## config.mk

```make
export PLATFORM = sky130hd
export DESIGN_NAME = oserdes_tx
export DESIGN_NICKNAME = d
export VERILOG_FILES = /design/src/rtl/serdes_pkg.sv /design/src/rtl/serdes_hold_reg.sv /design/src/rtl/oserdes_tx.sv
export SDC_FILE = /design/constraint.sdc
export NUM_CORES = 1
export LEC_CHECK = 0
export ABC_AREA = 1
export ABC_CLOCK_PERIOD_IN_PS = 1600
export CAP_MARGIN = 0
export CORE_MARGIN = 2
export CORE_UTILIZATION = 51
export DETAILED_ROUTE_END_ITERATION = 10
export PLACE_DENSITY_LB_ADDON = 0.25
export SETUP_SLACK_MARGIN = 0.02
export SLEW_MARGIN = 10
export SYNTH_ARGS = -nofsm -noshare
export SYNTH_HDL_FRONTEND = slang
export SYNTH_SLANG_ARGS = --single-unit
```

## constraint.sdc

```tcl
create_clock -name clk -period 1.6 [get_ports clk]
set_input_delay 0.24 -clock clk [delete_from_list [all_inputs] [get_ports clk]]
set_output_delay 0.24 -clock clk [all_outputs]
set_load 0.05 [all_outputs]
```

## src/rtl/serdes_pkg.sv

```systemverilog
// Shared definitions for the fabric serializer and the receiver-side aligner,
// so both ends agree on frame sources and the idle/training patterns.
package serdes_pkg;

  typedef enum logic [1:0] {
    IDLE  = 2'd0,
    TRAIN = 2'd1,
    DATA  = 2'd2
  } frame_src_t;

  localparam logic [7:0] DEFAULT_IDLE_WORD  = 8'h00;
  // Aperiodic within a frame, so any rotation of it is unique.
  localparam logic [7:0] DEFAULT_TRAIN_WORD = 8'hB4;

  localparam int MIN_DATA_WIDTH = 2;
  localparam int MAX_DATA_WIDTH = 16;

  function automatic logic is_data_frame(input frame_src_t src);
    return src == DATA;
  endfunction

endpackage

```

## src/rtl/serdes_hold_reg.sv

```systemverilog
// One-entry valid/ready holding register. A drain frees the entry in the same
// edge, so a simultaneous drain and refill is accepted.
module serdes_hold_reg #(
  parameter int DATA_WIDTH = 8
) (
  input  logic                  clk,
  input  logic                  rst,
  input  logic [DATA_WIDTH-1:0] in_data,
  input  logic                  in_valid,
  output logic                  in_ready,
  input  logic                  drain,
  output logic [DATA_WIDTH-1:0] hold_data,
  output logic                  hold_full
);

  logic                  full_q, full_d;
  logic [DATA_WIDTH-1:0] data_q, data_d;

  assign in_ready  = !full_q || drain;
  assign hold_data = data_q;
  assign hold_full = full_q;

  always_comb begin
    full_d = full_q;
    data_d = data_q;
    if (drain) begin
      full_d = 1'b0;
    end
    if (in_valid && in_ready) begin
      full_d = 1'b1;
      data_d = in_data;
    end
  end

  always_ff @(posedge clk or posedge rst) begin
    if (rst) begin
      full_q <= 1'b0;
      data_q <= '0;
    end else begin
      full_q <= full_d;
      data_q <= data_d;
    end
  end

endmodule

```

## src/rtl/oserdes_tx.sv

```systemverilog
// Fabric N:1 serializer: gapless MSB-first frames of data, idle or training
// words, with a one-entry holding register in front of the shifter.
module oserdes_tx
  import serdes_pkg::*;
#(
  parameter int                    DATA_WIDTH = 8,
  parameter logic [DATA_WIDTH-1:0] IDLE_WORD  = DATA_WIDTH'(DEFAULT_IDLE_WORD),
  parameter logic [DATA_WIDTH-1:0] TRAIN_WORD = DATA_WIDTH'(DEFAULT_TRAIN_WORD)
) (
  input  logic                  clk,
  input  logic                  rst,
  input  logic [DATA_WIDTH-1:0] in_data,
  input  logic                  in_valid,
  output logic                  in_ready,
  input  logic                  train,
  output logic                  ser_out,
  output logic                  frame_start,
  output logic [1:0]            frame_src,
  output logic                  underrun
);

  localparam int                CNT_W    = $clog2(DATA_WIDTH);
  localparam logic [CNT_W-1:0]  LAST_BIT = CNT_W'(DATA_WIDTH - 1);

  logic [DATA_WIDTH-1:0] shift_q, shift_d;
  logic [CNT_W-1:0]      bit_cnt_q, bit_cnt_d;
  frame_src_t            frame_src_q, frame_src_d;
  logic                  frame_start_q, frame_start_d;
  logic                  underrun_q, underrun_d;

  logic                  load;
  logic                  bypass;
  logic                  drain;
  logic                  hold_full;
  logic [DATA_WIDTH-1:0] hold_data;
  logic                  hold_in_ready;

  assign load   = (bit_cnt_q == LAST_BIT);
  assign drain  = load && !train && hold_full;
  // An empty holding register at an untrained boundary lets the word skip it.
  assign bypass = load && !train && !hold_full && in_valid;

  serdes_hold_reg #(
    .DATA_WIDTH (DATA_WIDTH)
  ) u_hold (
    .clk       (clk),
    .rst       (rst),
    .in_data   (in_data),
    .in_valid  (in_valid && !bypass),
    .in_ready  (hold_in_ready),
    .drain     (drain),
    .hold_data (hold_data),
    .hold_full (hold_full)
  );

  always_comb begin
    shift_d       = shift_q << 1;
    bit_cnt_d     = bit_cnt_q + 1'b1;
    frame_src_d   = frame_src_q;
    frame_start_d = 1'b0;
    underrun_d    = 1'b0;
    if (load) begin
      bit_cnt_d     = '0;
      frame_start_d = 1'b1;
      if (train) begin
        shift_d     = TRAIN_WORD;
        frame_src_d = TRAIN;
      end else if (hold_full) begin
        shift_d     = hold_data;
        frame_src_d = DATA;
      end else if (in_valid) begin
        shift_d     = in_data;
        frame_src_d = DATA;
      end else begin
        shift_d     = IDLE_WORD;
        frame_src_d = IDLE;
        underrun_d  = is_data_frame(frame_src_q);
      end
    end
  end

  always_ff @(posedge clk or posedge rst) begin
    if (rst) begin
      shift_q       <= '0;
      bit_cnt_q     <= LAST_BIT;
      frame_src_q   <= IDLE;
      frame_start_q <= 1'b0;
      underrun_q    <= 1'b0;
    end else begin
      shift_q       <= shift_d;
      bit_cnt_q     <= bit_cnt_d;
      frame_src_q   <= frame_src_d;
      frame_start_q <= frame_start_d;
      underrun_q    <= underrun_d;
    end
  end

  assign in_ready    = hold_in_ready;
  assign ser_out     = shift_q[DATA_WIDTH-1];
  assign frame_start = frame_start_q;
  assign frame_src   = frame_src_q;
  assign underrun    = underrun_q;

endmodule

```

==> flow_metrics.env, run 1 <==
export IMPL_drive_above_1_share=0.239
export IMPL_cp_start_kind="flop"
export IMPL_clockBufferDepth=2
export IMPL_grt_pass1_wl_um=3530
export IMPL_numCtsBuffers=3
export IMPL_rsz0062_at_grt="true"
export IMPL_fmax_ghz=0.593
export IMPL_p_leak_nw=0.676
export IMPL_synth_distinct_cells=19
export IMPL_worstMarginPinSlew_ns=0.526
export IMPL_power_total_mw=1.48
export IMPL_cp_arrival_ns=1.45
export IMPL_p_sw_frac=0.312
export IMPL_row_count=16
export IMPL_rr_startpoint="bit_cnt_q[0]$_DFF_PP1_"
export IMPL_clock_latency_ns=0.32
export IMPL_finalInstanceArea_um2=1380
export IMPL_fp_dieH_um=50.1
export IMPL_post_place_ws_ns=0.0163
export IMPL_crit_path_max_fanout=2
export IMPL_failed_checks="setup timing"
export IMPL_comb_power_share=0.244
export IMPL_start_util=0.548
export IMPL_core_um2=1980
export IMPL_ys_seq_area_frac=0.556
export IMPL_p_clk_frac=0.216
export IMPL_fin_util=0.695
export IMPL_crit_chain="ha_4 -> ha_4 -> nand2_8 -> nand2_8 -> buf_12"
export IMPL_cp_slowest_stage_delay_ns=0.58
export IMPL_drc=0
export IMPL_setup_viol=1
export IMPL_p_sw_uw=460
export IMPL_crit_required_ns=1.36
export IMPL_hold_viol=0
export IMPL_rrSetupSlack_ns=0.06
export IMPL_io_pins=18
export IMPL_synth_seq_cells=24
export IMPL_drt_total_wl_um=2100
export IMPL_yosysWarnings=0
export IMPL_numPortBuffers=17
export IMPL_initialDrtViolationCount=17
export IMPL_grt_pass1_vias=819
export IMPL_crit_family="flip-flops"
export IMPL_place_area_um2=1290
export IMPL_hold_buffers=0
export IMPL_fin_nets=153
export IMPL_cts_tree="built"
export IMPL_fin_crit_sh=1.05
export IMPL_grt_max_degree=25
export IMPL_status="finished with violations"
export IMPL_dieArea_um2=2510
export IMPL_busiest_layer="met2"
export IMPL_clock_sinks=24
export IMPL_synth_nets=126
export IMPL_gp_congestion=0.845
export IMPL_setup_ws_ns=-0.0855
export IMPL_dp_cells=157
export IMPL_reg2reg_to="shift_q[3]$_DFF_PP0_"
export IMPL_hold_ws_ns=0.237
export IMPL_root_buffer="clkbuf_4"
export IMPL_htree_num_levels=1
export IMPL_ir_worst_vdd_uv=690
export IMPL_synth_area_um2=1090
export IMPL_die_w_um=50.1
export IMPL_num_vias=871
export IMPL_grt_remaining_overflow=0
export IMPL_firstDrtPassIters=4
export IMPL_ff2ff_path_depth=8
export IMPL_grt_util_all_layers=0.187
export IMPL_final_min_clock_period_ns=1.69
export IMPL_crit_slowest_cell="dfstp_2"
export IMPL_routedWlPerCell_um=12.7
export IMPL_min_path_type="input port to async pin"
export IMPL_grt_use_met3=0.0208
export IMPL_slew_headroom=0.649
export IMPL_viasPerCell=5.28
export IMPL_endpoint_kind="primary output"
export IMPL_pwr_share_seq=0.540
export IMPL_critical_path_class="flop to primary output"
export IMPL_grtUsageMet1=0.261
export IMPL_power_internal_mw=1.02
export IMPL_syn_avg_cell_area_um2=9.70
export IMPL_dp_hpwl_um=1400
export IMPL_drv_slew=0
export IMPL_syn_inst=112
export IMPL_clkTransAtPathRegs_ns=0.13
export IMPL_diodes=0
export IMPL_fin_cells=165
export IMPL_area_growth_pct=26.8
export IMPL_drv_cap=0
export IMPL_clock_skew_final_ns=0.00909
export IMPL_path_buf_inv=1
export IMPL_powerDensity_nw_per_um2=1070
export IMPL_tns_ns=-0.0855
export IMPL_final_antenna_net_count=0
export IMPL_use_met2=0.287
export IMPL_grt_antenna_before_repair=0
==> state kept, by name (all words and copies together), names as in the netlist <==
| signal | flops |
|---|---|
| underrun | 1 |
| u_hold.hold_data | 8 |
| bit_cnt_q | 3 |
| frame_src | 2 |
| frame_start | 1 |
| shift_q | 8 |
| u_hold.hold_full | 1 |
==> routing by layer <==
| metal | vias up | share of wire |
|---|---|---|
| li1 | 414 | - |
| met1 | 424 | 0.45 |
| met2 | 29 | 0.48 |
| met3 | 4 | 0.049 |
| met4 | 0 | 0.020 |
| met5 | - | 0 |
==> power groups by stage <==
stage / clock network, mW / registers (mW) / logic, mW
global placement: 0 / 0.806 / 0.340
floorplan: 0 / 0.815 / 0.233
detailed placement: 0 / 0.807 / 0.347
finish: 0.319 / 0.798 / 0.360
global route: 0.345 / 0.811 / 0.398
CTS: 0.327 / 0.795 / 0.356
==> final cells by class <==
class | instances | area (um2)
Inverter | 9 | 36.3
Sequential cell | 24 | 604
Tap cell | 27 | 33.8
Timing Repair Buffer | 25 | 228
Clock buffer | 4 | 36.3
Multi-Input combinational cell | 76 | 439
Fill cell | 150 | 604
==> worst register-to-register path: stages (launching register included) <==
cell and delay, ns:
dfstp_2 0.58, ha_4 0.14, ha_4 0.16, buf_4 0.15
buf_4 0.10, buf_4 0.12, inv_1 0.09, nand2_1 0.07
nand2_1 0.05
==> logic make-up after synthesis <==
family / Yosys count / synth area share
buffers and inverters: 13 / 0.0749
AO/OA/AOI/OAI: 11 / 0.0542
AND/OR/NAND/NOR: 62 / 0.291
flip-flops: 24 / 0.556
adder cells (fa/ha/maj): 2 / 0.0230
==> worst max path at each step <==
stage,from,end,slack (ns),depth (start not counted)
final,bit_cnt_q[0]$_DFF_PP1_,in_ready,-0.09,5
after global routing,bit_cnt_q[0]$_DFF_PP1_,in_ready,-0.14,5
after CTS,bit_cnt_q[0]$_DFF_PP1_,in_ready,-0.11,5
after detailed placement,bit_cnt_q[0]$_DFF_PP1_,u_hold.hold_data[4]$_DFFE_PP0P_,0.02,8
after global placement,bit_cnt_q[0]$_DFF_PP1_,in_ready,0.05,6
after floorplan,bit_cnt_q[0]$_DFF_PP1_,in_ready,0.09,6
==> Yosys cell counts <==
cell type	count	area, um2
dfrtp_1	21	526
a22oi_1	1	7.51
buf_8	1	15.0
nand4_1	8	50.1
clkbuf_4	1	7.51
nor2_2	1	6.26
o22ai_1	1	6.26
nand3_4	2	35.0
inv_4	1	6.26
inv_1	6	22.5
nor3_1	1	5.00
inv_2	2	7.51
dfstp_2	3	78.8
a21oi_1	9	45.0
nor2_1	8	30.0
nand2_1	40	150
buf_6	2	22.5
nand2_8	2	40.0
ha_1	2	25.0
==> placed cells by master (no fill, tap or decap), drive strengths merged <==
cell type,synthesis,final
nand2,42,42
dfrtp,21,21
buf,3,14
clkdlybuf4s50,0,11
nor2,9,9
a21oi,9,9
inv,9,9
nand4,8,8
clkbuf,1,4
dfstp,3,3
nand3,2,3
ha,2,2
a22oi,1,1
nor3,1,1
o22ai,1,1
==> repair_timing <==
| action | in CTS | in global routing |
|---|---|---|
| setup endpoints to repair | 9 | 14 |
| buffers inserted | 4 | 0 |
| pin swaps | 3 | 2 |
| cloned | 0 | 1 |
| gates resized for setup | 4 | 1 |
Note: power is estimated with default switching activity, not from simulation.
==> run 2, diff against run 1 <==
--- a/config.mk
+++ b/config.mk
@@ -6,10 +6,11 @@
 export NUM_CORES = 1
 export LEC_CHECK = 0
 export ABC_AREA = 1
-export ABC_CLOCK_PERIOD_IN_PS = 1600
+export ABC_CLOCK_PERIOD_IN_PS = 1800
 export CAP_MARGIN = 0
 export CORE_MARGIN = 2
-export CORE_UTILIZATION = 51
+export CORE_UTILIZATION = 54
+export CTS_BUF_LIST = sky130_fd_sc_hd__clkbuf_4 sky130_fd_sc_hd__clkbuf_8
 export DETAILED_ROUTE_END_ITERATION = 10
 export PLACE_DENSITY_LB_ADDON = 0.25
 export SETUP_SLACK_MARGIN = 0.02
@@ -17,3 +18,4 @@
 export SYNTH_ARGS = -nofsm -noshare
 export SYNTH_HDL_FRONTEND = slang
 export SYNTH_SLANG_ARGS = --single-unit
+export TNS_END_PERCENT = 100
==> constraint.sdc (replaced) <==
create_clock -name clk -period 1.8 [get_ports clk]
set_input_delay 0.27 -clock clk [delete_from_list [all_inputs] [get_ports clk]]
set_output_delay 0.27 -clock clk [all_outputs]
set_load 0.05 [all_outputs]
==> flow_metrics.env, run 2 (same netlist as run 1, synthesis figures left out) <==
export IMPL_status="finished, final reports clean"
export IMPL_drv_slew=0
export IMPL_row_count=16
export IMPL_power_total_mw=1.33
export IMPL_critPathCapture="in_ready"
export IMPL_hold_buffers=0
export IMPL_cts_tree="built"
export IMPL_grt_pass1_vias=838
export IMPL_crit_family="flip-flops"
export IMPL_grt_antenna_before_repair=0
export IMPL_drive_above_1_share=0.196
export IMPL_final_min_clock_period_ns=1.74
export IMPL_hold_viol=0
export IMPL_endpoint_kind="primary output"
export IMPL_grt_util_all_layers=0.204
export IMPL_crit_start="bit_cnt_q[0]$_DFF_PP1_"
export IMPL_numPortBuffers=17
export IMPL_ff2ff_path_depth=9
export IMPL_die_w_um=48.8
export IMPL_drc=0
export IMPL_final_antenna_net_count=0
export IMPL_drt_total_wl_um=2160
export IMPL_path_buf_inv=1
export IMPL_initialDrtViolationCount=32
export IMPL_viasPerCell=5.23
export IMPL_routedWlPerCell_um=13.1
export IMPL_slew_headroom=0.662
export IMPL_numCtsBuffers=3
export IMPL_cp_slowest_stage_delay_ns=0.58
export IMPL_firstDrtPassIters=4
export IMPL_start_util=0.565
export IMPL_crit_chain="ha_4 -> ha_4 -> nand2_8 -> nand2_8 -> buf_12"
export IMPL_worstMarginPinSlew_ns=0.507
export IMPL_area_growth_pct=28.1
export IMPL_htree_num_levels=1
export IMPL_clockBufferDepth=2
export IMPL_fin_cells=165
export IMPL_cp_depth=5
export IMPL_dp_hpwl_um=1470
export IMPL_clkTransAtPathRegs_ns=0.14
export IMPL_crit_required_ns=1.53
export IMPL_place_area_um2=1280
export IMPL_finalInstanceArea_um2=1390
export IMPL_cp_arrival_ns=1.47
export IMPL_fin_crit_sh=0.968
export IMPL_min_path_type="input port to async pin"
export IMPL_clock_latency_ns=0.31
export IMPL_fp_dieH_um=48.8
export IMPL_reg2reg_to="u_hold.hold_data[2]$_DFFE_PP0P_"
export IMPL_clock_skew_final_ns=0.0111
export IMPL_fill_cells=142
export IMPL_hold_ws_ns=0.282
export IMPL_crit_slowest_cell="dfstp_2"
export IMPL_fin_nets=153
export IMPL_clock_sinks=24
export IMPL_cp_start_kind="flop"
export IMPL_p_leak_nw=0.688
export IMPL_rr_startpoint="bit_cnt_q[0]$_DFF_PP1_"
export IMPL_powerDensity_nw_per_um2=953
export IMPL_gp_congestion=0.827
export IMPL_crit_path_max_fanout=9
export IMPL_io_pins=18
export IMPL_drv_cap=0
export IMPL_core_um2=1920
export IMPL_ir_worst_vdd_uv=652
export IMPL_setup_viol=0
export IMPL_setup_ws_ns=0.0570
export IMPL_critical_path_class="flop to primary output"
export IMPL_post_place_ws_ns=0.102
export IMPL_dp_cells=156
export IMPL_final_common_cell="nand2_1"
export IMPL_grt_max_degree=25
export IMPL_dieArea_um2=2390
export IMPL_root_buffer="clkbuf_4"
export IMPL_diodes=0
export IMPL_grt_pass1_wl_um=3710
export IMPL_rrSetupSlack_ns=0.13
export IMPL_fmax_ghz=0.574
export IMPL_num_vias=863
export IMPL_rsz0062_at_grt="true"
export IMPL_grt_remaining_overflow=0
export IMPL_final_cell_mix="40 x nand2_1, 21 x dfrtp_1, 14 x clkdlybuf4s50_1"
==> run 2: cell count changes in the layout (fill, tap and decap cells not counted) <==
cell,before,now
buf_4,13,8
clkdlybuf4s50_1,11,14
a21oi_2,1,0
a21oi_1,8,9
dlymetal6s2s_1,0,2
==> run 2: worst min path at each step <==
| stage | startpoint | endpoint | slack [ns] | depth (start not counted) |
|---|---|---|---|---|
| final | rst | shift_q[6]$_DFF_PP0_ | 0.28 | 3 |
| after global routing | rst | frame_start$_DFF_PP0_ | 0.36 | 3 |
| after CTS | rst | shift_q[6]$_DFF_PP0_ | 0.30 | 3 |
| after detailed placement | shift_q[5]$_DFF_PP0_ | shift_q[6]$_DFF_PP0_ | 0.44 | 2 |
| after global placement | shift_q[2]$_DFF_PP0_ | shift_q[3]$_DFF_PP0_ | 0.43 | 2 |
| after floorplan | rst | frame_src[0]$_DFFE_PP0N_ | 0.28 | 1 |
==> run 2: worst reg2reg max path, stage by stage, from the launching register on <==
cell	delay (ns)
dfstp_2	0.58
ha_4	0.14
ha_4	0.15
nand2_8	0.08
nand2_8	0.08
buf_4	0.14
buf_4	0.16
nand3_2	0.13
nand2_1	0.09
nand2_1	0.05
==> run 2: per-stage QoR <==
step                       util  setup TNS (ns)
final                     0.724               0
after global routing      0.724         -0.0110
after CTS                 0.716               0
after detailed placement  0.669               0
after global placement    0.669               0
after floorplan               -               0
==> run 2: cell type report <==
type	instances	area (um2)	area share
Multi-Input combinational cell	76	435	0.313
Sequential cell	24	604	0.434
Timing Repair Buffer	25	245	0.176
Inverter	9	36.3	0.0261
Tap cell	27	33.8	0.0243
Clock buffer	4	36.3	0.0261
==> run 2: where the power goes <==
part	total, mW	leakage (nW)	internal [mW]	switching, mW
combinational	0.333	0.374	0.141	0.191
sequential	0.711	0.292	0.645	0.0661
clock	0.282	0.0210	0.123	0.158
total	1.33	0.688	0.909	0.416
==> run 2: timing repair <==
| item | 4_1_cts | 5_1_grt |
|---|---|---|
| buffers inserted | 4 | 0 |
| pin swaps | 1 | 3 |
| endpoints found under the setup margin | 1 | 4 |
| gates cloned | 0 | 1 |
| resized for setup | 4 | 2 |
==> run 2: routing by layer <==
layer	vias to the layer above	share of wire	GRT usage
li1	415	-	-
met1	403	0.40	0.270
met2	43	0.51	0.329
met3	2	0.077	0.0399
met4	0	0.0065	0.0905
met5	-	0	0
